[src/rtl/truth_table_scanner_pkg.sv]
// Shared definitions for the truth-table scanner.
//   NUM_VEC  : number of input vectors of a 4-input function
//   IDX_W    : width of the vector index {a,b,c,d}
//   CNT_W    : width of the ones counter (holds 0..16)
//   SETTLE_W : width of the settle counter (SETTLE legal range 1..15)
//   state_e  : scanner FSM states
package truth_table_scanner_pkg;

  localparam int NUM_VEC  = 16;
  localparam int IDX_W    = 4;
  localparam int CNT_W    = 5;
  localparam int SETTLE_W = 4;

  typedef enum logic [1:0] {
    IDLE   = 2'd0,
    DRIVE  = 2'd1,
    SAMPLE = 2'd2,
    DONE   = 2'd3
  } state_e;

endpackage

[src/rtl/tt_settle_timer.sv]
// Settle timer: counts the cycles the vector is held before sampling.
//   clk, rst_n : clock, asynchronous active-low reset
//   i_load     : reload the counter with SETTLE
//   i_run      : count down (high while the scanner is driving a vector)
//   o_expire   : high in the last settle cycle, so the FSM leaves DRIVE
//                after exactly SETTLE cycles
module tt_settle_timer
  import truth_table_scanner_pkg::*;
#(
  parameter int SETTLE = 1
) (
  input  logic clk,
  input  logic rst_n,
  input  logic i_load,
  input  logic i_run,
  output logic o_expire
);

  localparam logic [SETTLE_W-1:0] LOAD_VAL = SETTLE_W'(SETTLE);

  logic [SETTLE_W-1:0] r_cnt;

  // Down-counter: loaded on entry to DRIVE, decremented while driving.
  always_ff @(posedge clk or negedge rst_n) begin
    if (!rst_n) begin
      r_cnt <= 4'd0;
    end else if (i_load) begin
      r_cnt <= LOAD_VAL;
    end else if (i_run && (r_cnt != 4'd0)) begin
      r_cnt <= r_cnt - 4'd1;
    end else begin
      r_cnt <= r_cnt;
    end
  end

  // A count of 1 marks the final DRIVE cycle.
  assign o_expire = i_run && (r_cnt == 4'd1);

endmodule

[src/rtl/truth_table_scanner.sv]
// Truth-table scanner: walks {a,b,c,d} through 0..15, samples the returned
// function output s for each vector and compares the captured table with
// a reference table.
//   clk, rst_n           : clock, asynchronous active-low reset
//   i_start              : begin a scan (only honoured in IDLE)
//   i_expected[15:0]     : reference truth table, read in DONE only
//   o_a, o_b, o_c, o_d   : vector under test, a is the MSB
//   i_s                  : function output for the current vector
//   o_busy               : scan in progress
//   o_done               : one-cycle completion pulse
//   o_table[15:0]        : captured truth table, bit i = s of vector i
//   o_ones_count[4:0]    : number of ones captured
//   o_match              : captured table equals the reference
// Every output comes straight from a flop. busy and done are registered
// from the state, so they trail the state register by one cycle.
module truth_table_scanner
  import truth_table_scanner_pkg::*;
#(
  parameter int SETTLE = 1
) (
  input  logic               clk,
  input  logic               rst_n,
  input  logic               i_start,
  input  logic [NUM_VEC-1:0] i_expected,
  output logic               o_a,
  output logic               o_b,
  output logic               o_c,
  output logic               o_d,
  input  logic               i_s,
  output logic               o_busy,
  output logic               o_done,
  output logic [NUM_VEC-1:0] o_table,
  output logic [CNT_W-1:0]   o_ones_count,
  output logic               o_match
);

  state_e             r_state;
  state_e             w_state_nxt;
  logic [IDX_W-1:0]   r_idx;
  logic [NUM_VEC-1:0] r_table;
  logic [CNT_W-1:0]   r_ones;
  logic               r_busy;
  logic               r_done;
  logic               r_match;
  logic               w_load;
  logic               w_expire;
  logic               w_last;

  assign w_last = (r_idx == 4'd15);

  tt_settle_timer #(
    .SETTLE (SETTLE)
  ) u_settle (
    .clk      (clk),
    .rst_n    (rst_n),
    .i_load   (w_load),
    .i_run    (r_state == DRIVE),
    .o_expire (w_expire)
  );

  // Next-state logic and settle-timer reload requests.
  always_comb begin
    w_state_nxt = r_state;
    w_load      = 1'b0;
    case (r_state)
      IDLE: begin
        if (i_start) begin
          w_state_nxt = DRIVE;
          w_load      = 1'b1;
        end else begin
          w_state_nxt = IDLE;
        end
      end
      DRIVE: begin
        if (w_expire) begin
          w_state_nxt = SAMPLE;
        end else begin
          w_state_nxt = DRIVE;
        end
      end
      SAMPLE: begin
        if (w_last) begin
          w_state_nxt = DONE;
        end else begin
          w_state_nxt = DRIVE;
          w_load      = 1'b1;
        end
      end
      DONE: begin
        w_state_nxt = IDLE;
      end
      default: begin
        w_state_nxt = IDLE;
      end
    endcase
  end

  // State, datapath and registered status outputs.
  always_ff @(posedge clk or negedge rst_n) begin
    if (!rst_n) begin
      r_state <= IDLE;
      r_idx   <= 4'd0;
      r_table <= 16'h0000;
      r_ones  <= 5'd0;
      r_busy  <= 1'b0;
      r_done  <= 1'b0;
      r_match <= 1'b0;
    end else begin
      r_state <= w_state_nxt;
      r_busy  <= (r_state != IDLE);
      r_done  <= (r_state == DONE);
      case (r_state)
        IDLE: begin
          if (i_start) begin
            r_idx   <= 4'd0;
            r_table <= 16'h0000;
            r_ones  <= 5'd0;
            r_match <= 1'b0;
          end else begin
            r_idx   <= r_idx;
            r_table <= r_table;
            r_ones  <= r_ones;
            r_match <= r_match;
          end
        end
        SAMPLE: begin
          r_table[r_idx] <= i_s;
          r_ones         <= r_ones + {4'd0, i_s};
          // idx stops at 15 so the outputs never show an out-of-range vector.
          if (!w_last) begin
            r_idx <= r_idx + 4'd1;
          end else begin
            r_idx <= r_idx;
          end
        end
        DONE: begin
          r_match <= (r_table == i_expected);
        end
        default: begin
          r_idx <= r_idx;
        end
      endcase
    end
  end

  assign {o_a, o_b, o_c, o_d} = r_idx;
  assign o_busy       = r_busy;
  assign o_done       = r_done;
  assign o_table      = r_table;
  assign o_ones_count = r_ones;
  assign o_match      = r_match;

endmodule

[config.mk]
export PLATFORM = sky130hd
export DESIGN_NAME = truth_table_scanner
export DESIGN_NICKNAME = d
export VERILOG_FILES = /design/src/rtl/truth_table_scanner_pkg.sv /design/src/rtl/tt_settle_timer.sv /design/src/rtl/truth_table_scanner.sv
export SDC_FILE = /design/constraint.sdc
export NUM_CORES = 1
export LEC_CHECK = 0
export CAP_MARGIN = 20
export CORE_MARGIN = 3
export CORE_UTILIZATION = 49
export DETAILED_ROUTE_END_ITERATION = 12
export PLACE_DENSITY = 0.8
export SYNTH_ARGS = -nofsm -noshare
export SYNTH_HDL_FRONTEND = slang
export SYNTH_SLANG_ARGS = --single-unit
[constraint.sdc]
create_clock -name clk -period 2.1 [get_ports clk]
set_input_delay 0.315 -clock clk [delete_from_list [all_inputs] [get_ports clk]]
set_output_delay 0.315 -clock clk [all_outputs]
set_load 0.03 [all_outputs]
# Word-level counts from Yosys, hierarchy flattened
# Cells that the tools add are included.
[word_totals] register_bits=34 inputBits=20 out_inout_bits=28 elab_cells=54
[classes] addsub=3 order_cmp=2 eq_ne=8 mux=21 reduce_logical=12
[ops] cell="$pmux 16 s2" count=1
[ops] cell="$bwmux 16" count=1
[ops] cell="$eq 16x16->1" count=1
[ops] cell="$mux 16" count=1
[ops] cell="$mux 4" count=4
[ops] cell="$pmux 5 s2" count=1
[ops] cell="$pmux 2 s4" count=1
[ops] cell="$pmux 4 s2" count=1
[ops] cell="$reduce_bool 2->1" count=4
[ops] cell="$add 5x1->5" count=1
[ops] cell="$lt 4x5->1 const B" count=1
[ops] cell="$mux 1" count=5
[ops] cell="$mux 5" count=1
[ops] cell="$add 4x1->4 const B" count=1
[ops] cell="$demux 1 s4" count=1
[ops] cell="$eq 2x2->1 const B" count=2
[ops] cell="$eq 4x1->1 const B" count=1
[ops] cell="$eq 4x4->1 const B" count=1
[ops] cell="$ge 4x1->1 const B" count=1
[ops] cell="$mux 2" count=2
[ops] cell="$ne 2x2->1 const B" count=2
[ops] cell="$pmux 1 s2" count=2
[ops] cell="$reduce_and 2->1" count=2
[ops] cell="$reduce_bool 4->1" count=1
[ops] cell="5 further kinds" count=7

# Depth between registers and ports, before layout
# Gate-level depths: netlist of run 1.
[logic_depth] depth_word=6 depth_mapped=6 depth_no_buf=6

# Cells and area by module
# A second synthesis of run 1 with hierarchy kept.
[hier_totals] hier_cells=197 area_unflattened_um2=1906.8
[modules_own_cells] module="truth_table_scanner" instances=1 cells_per_inst=172 area_per_inst_um2=1647.8 seq_area_each_um2=750.7
[modules_own_cells] module="tt_settle_timer" instances=1 cells_per_inst=25 area_per_inst_um2=259.0 seq_area_each_um2=100.1

# Worst setup path before layout of run 1
# OpenSTA, ideal clock, no wires.
[synth_timing] kind="reg2reg" start="reg u_settle.r_cnt[0]" end="reg u_settle.r_cnt[3]" setup_ns=0.118 t_arrival_ns=1.371 required_ns=1.982 setup_slack_ns=0.610 path_stages_with_launch=7 n_path_buf=0 synth_period_minus_slack_ns=1.490 cell_sequence="dfrtp_1 > inv_1 > ha_1 > or3b_2 > nand3_1 > xor2_1 > nor2_1"
[synth_between] elab_chain_cells=3 elab_cells_between_ends=6 cone_classes="1 x add/sub; 2 x mux; 3 x reduce/logical"
[synth_lines] element="start, declared" line_no="tt_settle_timer.sv:21" rtl="logic [SETTLE_W-1:0] r_cnt;"
[synth_lines] element="start signal, assigned" line_no="tt_settle_timer.sv:30" rtl="r_cnt <= r_cnt - 4'd1;"
[synth_lines] element="start signal, assigned" line_no="tt_settle_timer.sv:32" rtl="r_cnt <= r_cnt;"
[synth_lines] element="$sub 4x1->4 or $reduce_bool 4->1 (tied branches)" line_no="tt_settle_timer.sv:30, tt_settle_timer.sv:29"
[synth_lines] element="$mux 4 or $logic_and 1x1->1 (tied branches)" line_no="tt_settle_timer.sv:29" rtl="end else if (i_run && (r_cnt != 4'd0)) begin"
[synth_lines] element="$mux 4 or $reduce_bool 2->1 (tied branches)"
# Parallel ways exist; a longest one is shown, timed or not. The select of a mux whose other input is x is not followed.
# A chain may end at the register's enable or synchronous reset.

# Worst setup path in the final report of run 1
[layout_timing] start="reg r_idx[0]" end="out o_d"
[layout_lines] element="start, declared" line_no="truth_table_scanner.sv:39" rtl="logic [IDX_W-1:0] r_idx;"
[layout_lines] element="start signal, assigned" line_no="truth_table_scanner.sv:120" rtl="r_idx <= r_idx;"
[layout_lines] element="start signal, assigned" line_no="truth_table_scanner.sv:131" rtl="r_idx <= r_idx + 4'd1;"
[layout_lines] element="start signal, assigned" line_no="truth_table_scanner.sv:133" rtl="r_idx <= r_idx;"
[layout_lines] element="end, declared" line_no="truth_table_scanner.sv:28" rtl="output logic o_d,"
# No word-level cell between the ends.

==> flow_summary_export.csv, run 1 <==
group,metric,value,unit
global_route,grt_max_degree,35,
logic_synthesis,ys_ff_latch,34,
clock_network,cts_root_buf,"clkbuf_8",
global_route,use_met1,29.0,%
global_route,grt_use_total,21.7,%
critical_path,r2r_start,"u_settle.r_cnt[0]",
global_route,grtUsageMet2,33.6,%
cells_and_area,fin_area,2500,sq um
place,dp_hpwl,3330,microns
clock_network,ctsHoldBuffers,0,
cells_and_area,layout.nets,281,
outcome,run_status,"completed",
power,power.density,823,nW/um^2
critical_path,cp_top_family,"buffers and inverters",
clock_network,cts_buffers,5,
global_route,grt_pass1_vias,1543,
place,place_ws,0.359,ns
clock_network,clk_path_buf_depth,2,
cells_and_area,diodes,0,
route,viasPerCell,5.61,
power,p_comb_share,34.9,%
power,switchingPower,764,uW
logic_synthesis,yosys.area.top_type,"dfrtp_1",
route,first_pass_iters,4,
logic_synthesis,syn_area,1900,sq um
power,internal_power,1290,uW
timing,fin_skew,0.00419,ns
timing,fmax,0.561,GHz
critical_path,required,1.78,ns
critical_path,cpPeakStageDelay,0.72,ns
logic_synthesis,yosys-mux-area-fraction,0,%
logic_synthesis,synth_xor_area_share,10.2,%
place,port_buffers,47,
floorplanning,die_area,4660,sq um
critical_path,cp-end-kind,"primary output",
critical_path,path_cells,"clkdlybuf4s50_1",
timing,fin_crit,1.78,ns
floorplanning,core-area,3520,sq um
route,antenna_left,0,
timing,slew_violations,0,
floorplanning,die_width,68.2,microns
power,seqPwrFrac,40.9,%
critical_path,crit_buf_inv,1,
cells_and_area,layout-drive-gt1-share,7.11,%
logic_synthesis,synth_top_area_share,44.8,%
timing,finalSetupTns,0,ns
global_route,overflow,0,
timing,worst_pin_slew,0.453,ns
logic_synthesis,yosysWarnings,0,
logic_synthesis,seq_area_frac_synth,44.8,%
critical_path,arrival,1.47,ns
power,totalPowerFinal,2060,uW
clock_network,clk_pin_slew_worst_paths,0.07,ns
clock_network,post-cts-setup-buffers,0,
place,place_congestion,0.857,
global_route,antenna_found_initial,0,
floorplanning,ioPinCount,48,
timing,timing.final.ws_setup,0.317,ns
route,drc,0,
floorplanning,start_util,53.9,%
logic_synthesis,syn-num-nets,230,
place,dpl-instance-area,2410,sq um
route,detail_route.wl_per_cell,15.3,microns
timing,period_share,84.9,%
clock_network,cts.sinks,34,
logic_synthesis,synth_area_leaders,"dfrtp_1 45%, xor2_1 8.8%, nand2_1 7.7%, ha_1 5.9%, nand4_1 4.9%",
timing,hold_viol,0,
route,via_count,1677,
power,p_leak,0.00115,uW
logic_synthesis,syn-instance-count,201,
clock_network,cts_tree,"done",
critical_path,crit_slowest_cell,"clkdlybuf4s50_1",
critical_path,path_max_fanout,7,
route,drt-total-wl,4560,microns
timing,maxSlewHeadroom,69.7,%
clock_network,h-tree-depth,2,
cells_and_area,syn_to_final_growth,31.6,%
global_route,grt_pass1_wl,7360,microns
global_route,use_met3,6.24,%
logic_synthesis,ys_types,37,
timing,rsz0062_at_grt,"no",
timing,setup_viol,0,
floorplanning,rows,21,
critical_path,r2r_slack,0.47,ns
logic_synthesis,synth_top_family_by_area,"simple AND/OR/NAND/NOR gates",
flow_run,max-cap-violations,0,
clock_network,insertion_delay,0.29,ns
critical_path,startpoint_type,"flip-flop",
logic_synthesis,synth-adder-area-share,5.93,%
global_route,grt.busiest_layer,"met2",
logic_synthesis,synth_compound_area_share,10.7,%
power,switching_share,37.1,%
hold_path,min_path_type,"in2async",
clock_network,post_cts_resized,0,
power,power.share.clock,24.1,%
critical_path,reg2regPathDepth,6,
logic_synthesis,synth_area_per_cell,9.44,sq um
power,vdd_drop_max,0.714,mV
critical_path,reg2reg_to,"u_settle.r_cnt[2]",
route,drtIter0Drc,92,
logic_synthesis,yosys.area_share.simple,23.8,%
critical_path,criticalPathCategory,"reg2out",
floorplanning,die_y,68.2,microns
-- metrics by stage --
stage,instances,hold WS (ns),utilization [%]
2_1_floorplan,201,0.0194,-
3_3_place_gp,291,0.511,68.4
3_5_place_dp,291,0.524,68.4
4_1_cts,299,0.452,71.0
5_1_grt,299,0.478,71.0
6_report,299,0.442,71.0
-- synthesized netlist by cell type --
master / count
buf_4: 1
dfrtp_1: 34
nand3b_1: 1
nor3b_1: 1
nor2_1: 10
nand4_1: 15
o21ai_1: 5
ha_1: 9
buf_6: 3
nor2b_4: 1
o2bb2ai_1: 1
nand2b_1: 3
o31ai_1: 1
nand3_2: 1
a21oi_2: 1
a21oi_1: 2
o211ai_1: 10
o311ai_1: 3
or3b_2: 1
nand2_2: 1
and3_1: 1
buf_2: 3
a211oi_1: 1
nor2b_1: 2
nor4_1: 3
nor3_1: 3
nand2_1: 39
xor2_1: 19
xnor2_1: 3
and2b_1: 1
o311ai_0: 1
nand3_1: 7
o22ai_1: 1
inv_1: 6
and2_1: 1
clkbuf_1: 2
o21ai_0: 4
-- layer usage --
metal  routed length, microns  part of all wire [%]
met3                      333                   7.3
met2                     2210                    48
met5                        0                     0
met1                     1960                    43
met4                       57                   1.2
-- cells by family (layout without fill, tap and decap cells) --
kind of cell | after synthesis | count (layout)
buffers and inverters | 15 | 67
adder cells (fa/ha/maj) | 9 | 9
AO/OA/AOI/OAI | 30 | 30
flip-flops | 34 | 34
AND/OR/NAND/NOR | 91 | 91
XOR/XNOR | 22 | 22
-- final cells by class --
type	instances	area, sq um
clock buffers	7	86.3
multi-input cells	152	961
flip-flops and latches	34	851
well taps	46	57.6
repair buffers	53	515
clock inverters	1	5.00
fillers	289	1020
inverters	6	22.5
-- how the worst max path moves through the flow --
stage,slack [ns],cells after the start,endpoint,from
floorplan,0.61,6,u_settle.r_cnt[3],u_settle.r_cnt[0]
global placement,0.33,5,o_match,i_expected[7]
detailed placement,0.36,5,o_match,i_expected[7]
CTS,0.30,1,o_d,r_idx[0]
global route,0.26,1,o_d,r_idx[0]
finish,0.32,1,o_d,r_idx[0]
-- worst register-to-register path, delay by kind of cell (launching register included) --
kind	cells	cell delay, ns
xor gates and xnor gates	1	0.16
and+or+nand+nor	3	0.64
buffers and inverters	1	0.10
adders and majority gates	1	0.20
DFF	1	0.42
-- sequential cells by signal, indices dropped and copies added (netlist names) --
signal / flops
o_table: 16
o_ones_count: 5
r_idx: 4
u_settle.r_cnt: 4
r_state: 2
o_busy: 1
o_done: 1
o_match: 1
-- layout by cell type, fill, tap and decap left out, types with 3 or more instances in the layout --
| cell | instances |
|---|---|
| o211ai_1 | 10 |
| dfrtp_1 | 34 |
| nor4_1 | 3 |
| ha_1 | 9 |
| nor3_1 | 3 |
| clkdlybuf4s50_1 | 47 |
| o21ai_0 | 4 |
| nand3_1 | 7 |
| xnor2_1 | 3 |
| nor2_1 | 10 |
| nand4_1 | 15 |
| o21ai_1 | 5 |
| clkbuf_8 | 6 |
| xor2_1 | 19 |
| nand2_1 | 39 |
| inv_1 | 6 |
| nand2b_1 | 3 |
| o311ai_1 | 3 |
| buf_4 | 6 |
-- power groups by stage --
| stage | registers, uW | logic, uW | clock network [uW] |
|---|---|---|---|
| 3_5_place_dp | 853 | 715 | 0 |
| 3_3_place_gp | 848 | 692 | 0 |
| 6_report | 842 | 719 | 497 |
| 2_1_floorplan | 918 | 417 | 0 |
| 5_1_grt | 858 | 796 | 528 |
| 4_1_cts | 841 | 723 | 501 |
(Power assumes the default switching activity.)
==> inputs of run 2 (changes only) <==
==> constraint.sdc (replaced) <==
create_clock -name clk -period 1.75 [get_ports clk]
set_input_delay 0.2625 -clock clk [delete_from_list [all_inputs] [get_ports clk]]
set_output_delay 0.2625 -clock clk [all_outputs]
set_load 0.03 [all_outputs]
==> run 2 against run 1 <==
Register-to-register slack worse by 0.36 ns. Worst setup slack lost 0.22 ns. Sequential power rose by 20%. Critical path type unchanged. Critical endpoint is now o_ones_count[2]. Largest cell class unchanged. Highest routed layer unchanged.
==> flow_summary_export.csv, run 2 (synthesized netlist as in run 1, its figures left out) <==
group,metric,value,unit
cells_and_area,syn_to_final_growth,33.4,%
critical_path,cp-end-kind,"primary output",
clock_network,cts_buffers,5,
route,viasPerCell,5.60,
timing,slew_violations,0,
clock_network,insertion_delay,0.29,ns
global_route,grt_pass1_wl,7550,microns
critical_path,path_cells,"clkdlybuf4s50_1",
floorplanning,core-area,3520,sq um
clock_network,clk_path_buf_depth,2,
power,internal_power,1590,uW
timing,fmax,0.604,GHz
critical_path,cp_top_family,"buffers and inverters",
critical_path,crit_slowest_cell,"clkdlybuf4s50_1",
cells_and_area,layout-drive-gt1-share,7.84,%
global_route,grt_pass1_vias,1603,
power,seqPwrFrac,40.0,%
critical_path,cpPeakStageDelay,0.71,ns
cells_and_area,largest_reg_flops,16,
global_route,overflow,0,
timing,hold_ws,0.376,ns
global_route,antenna_found_initial,0,
floorplanning,rows,21,
clock_network,cts_tree,"done",
clock_network,cts_root_buf,"clkbuf_8",
timing,worst_pin_slew,0.415,ns
route,top_layer_used,"met4",
route,wl_met3,322,microns
power,switching_share,36.8,%
timing,hold_viol,0,
power,switchingPower,928,uW
cells_and_area,fillCellCount,286,
critical_path,startpoint_type,"flip-flop",
timing,period_share,94.6,%
floorplanning,ioPinCount,48,
route,via_count,1686,
route,first_pass_iters,4,
critical_path,required,1.49,ns
cells_and_area,diodes,0,
route,drt-total-wl,4590,microns
timing,rsz0062_at_grt,"no",
route,detail_route.wl_per_cell,15.3,microns
timing,fin_crit,1.66,ns
critical_path,arrival,1.39,ns
cells_and_area,layout_common_cells,"45 x clkdlybuf4s50_1, 39 x nand2_1, 34 x dfrtp_1",
floorplanning,die_y,68.2,microns
critical_path,reg2regPathDepth,6,
route,drtIter0Drc,113,
power,p_comb_share,36.4,%
place,dp_hpwl,3420,microns
route,wl_met2,2150,microns
outcome,run_status,"completed",
timing,fin_skew,0.00411,ns
route,drc,0,
power,vdd_drop_max,0.763,mV
place,dpl-instance-area,2430,sq um
route,antenna_left,0,
critical_path,cp_num_cells,1,
timing,maxSlewHeadroom,72.3,%
flow_run,max-cap-violations,0,
critical_path,criticalPathCategory,"reg2out",
global_route,grt_use_total,22.2,%
floorplanning,die_width,68.2,microns
hold_path,min_path_type,"in2async",
place,place_congestion,0.846,
clock_network,ctsHoldBuffers,0,
power,power.density,995,nW/um^2
cells_and_area,layout.nets,283,
cells_and_area,fin_area,2530,sq um
global_route,grt_max_degree,35,
power,power.share.clock,23.6,%
timing,setup_viol,0,
cells_and_area,utilization,71.9,%
floorplanning,start_util,53.9,%
clock_network,cts.sinks,34,
critical_path,crit_buf_inv,1,
floorplanning,die_area,4660,sq um
route,wl_met1,2010,microns
cells_and_area,mostFrequentLayoutCell,"clkdlybuf4s50_1",
clock_network,clk_pin_slew_worst_paths,0.07,ns
power,p_leak,0.00119,uW
critical_path,path_max_fanout,5,
clock_network,h-tree-depth,2,
place,port_buffers,47,
## run 2: power groups by stage
stage	logic (uW)	registers, uW	clock network (uW)
floorplan	501	1100	0
detailed placement	898	1030	0
finish	917	1010	595
global placement	864	1020	0
CTS	904	1010	605
global route	1020	1020	640
## run 2: final cells by class
class	count	area [sq um]	share of cell area [%]
sequential	34	851	33.6
inverter	6	22.5	0.890
clock buffer	7	86.3	3.41
timing repair buffer	55	548	21.7
clock inverter	1	5.00	0.198
multi-input combinational	152	961	38.0
tap	46	57.6	2.27
## run 2: path summary, 6_finish.rpt
| kind | end | startpoint | slack [ns] |
|---|---|---|---|
| worst max register to register | u_settle.r_cnt[3] | u_settle.r_cnt[1] | 0.11 |
| worst max-delay path | o_ones_count[2] | o_ones_count[2] | 0.09 |
| min in group clk | o_match | o_match | 0.54 |
| worst min register to register | o_match | o_match | 0.54 |
| worst min-delay path | o_table[5] | rst_n | 0.38 |
| max in group asynchronous | r_idx[1] | rst_n | 1.08 |
## run 2: per-layer routing
metal | GRT usage, % | up-vias
met3 | 4.93 | 14
met4 | 10.9 | 0
li1 | - | 810
met5 | 0 | -
met1 | 29.1 | 806
met2 | 34.4 | 56
## run 2: what timing repair did
| action | in CTS | in global routing |
|---|---|---|
| resized for setup | 0 | 2 |
| setup buffers | 0 | 1 |
| endpoints found under the setup margin | 0 | 3 |
## run 2: per-stage QoR
stage               TNS, ns  power, uW  worst slack (ns)  instances
CTS                       0       2520           0.00500        300
global route              0       2690            0.0178        301
global placement          0       1880            0.0268        292
detailed placement  -0.0366       1920           -0.0366        292
floorplan                 0       1600             0.260        201
finish                    0       2520            0.0943        301
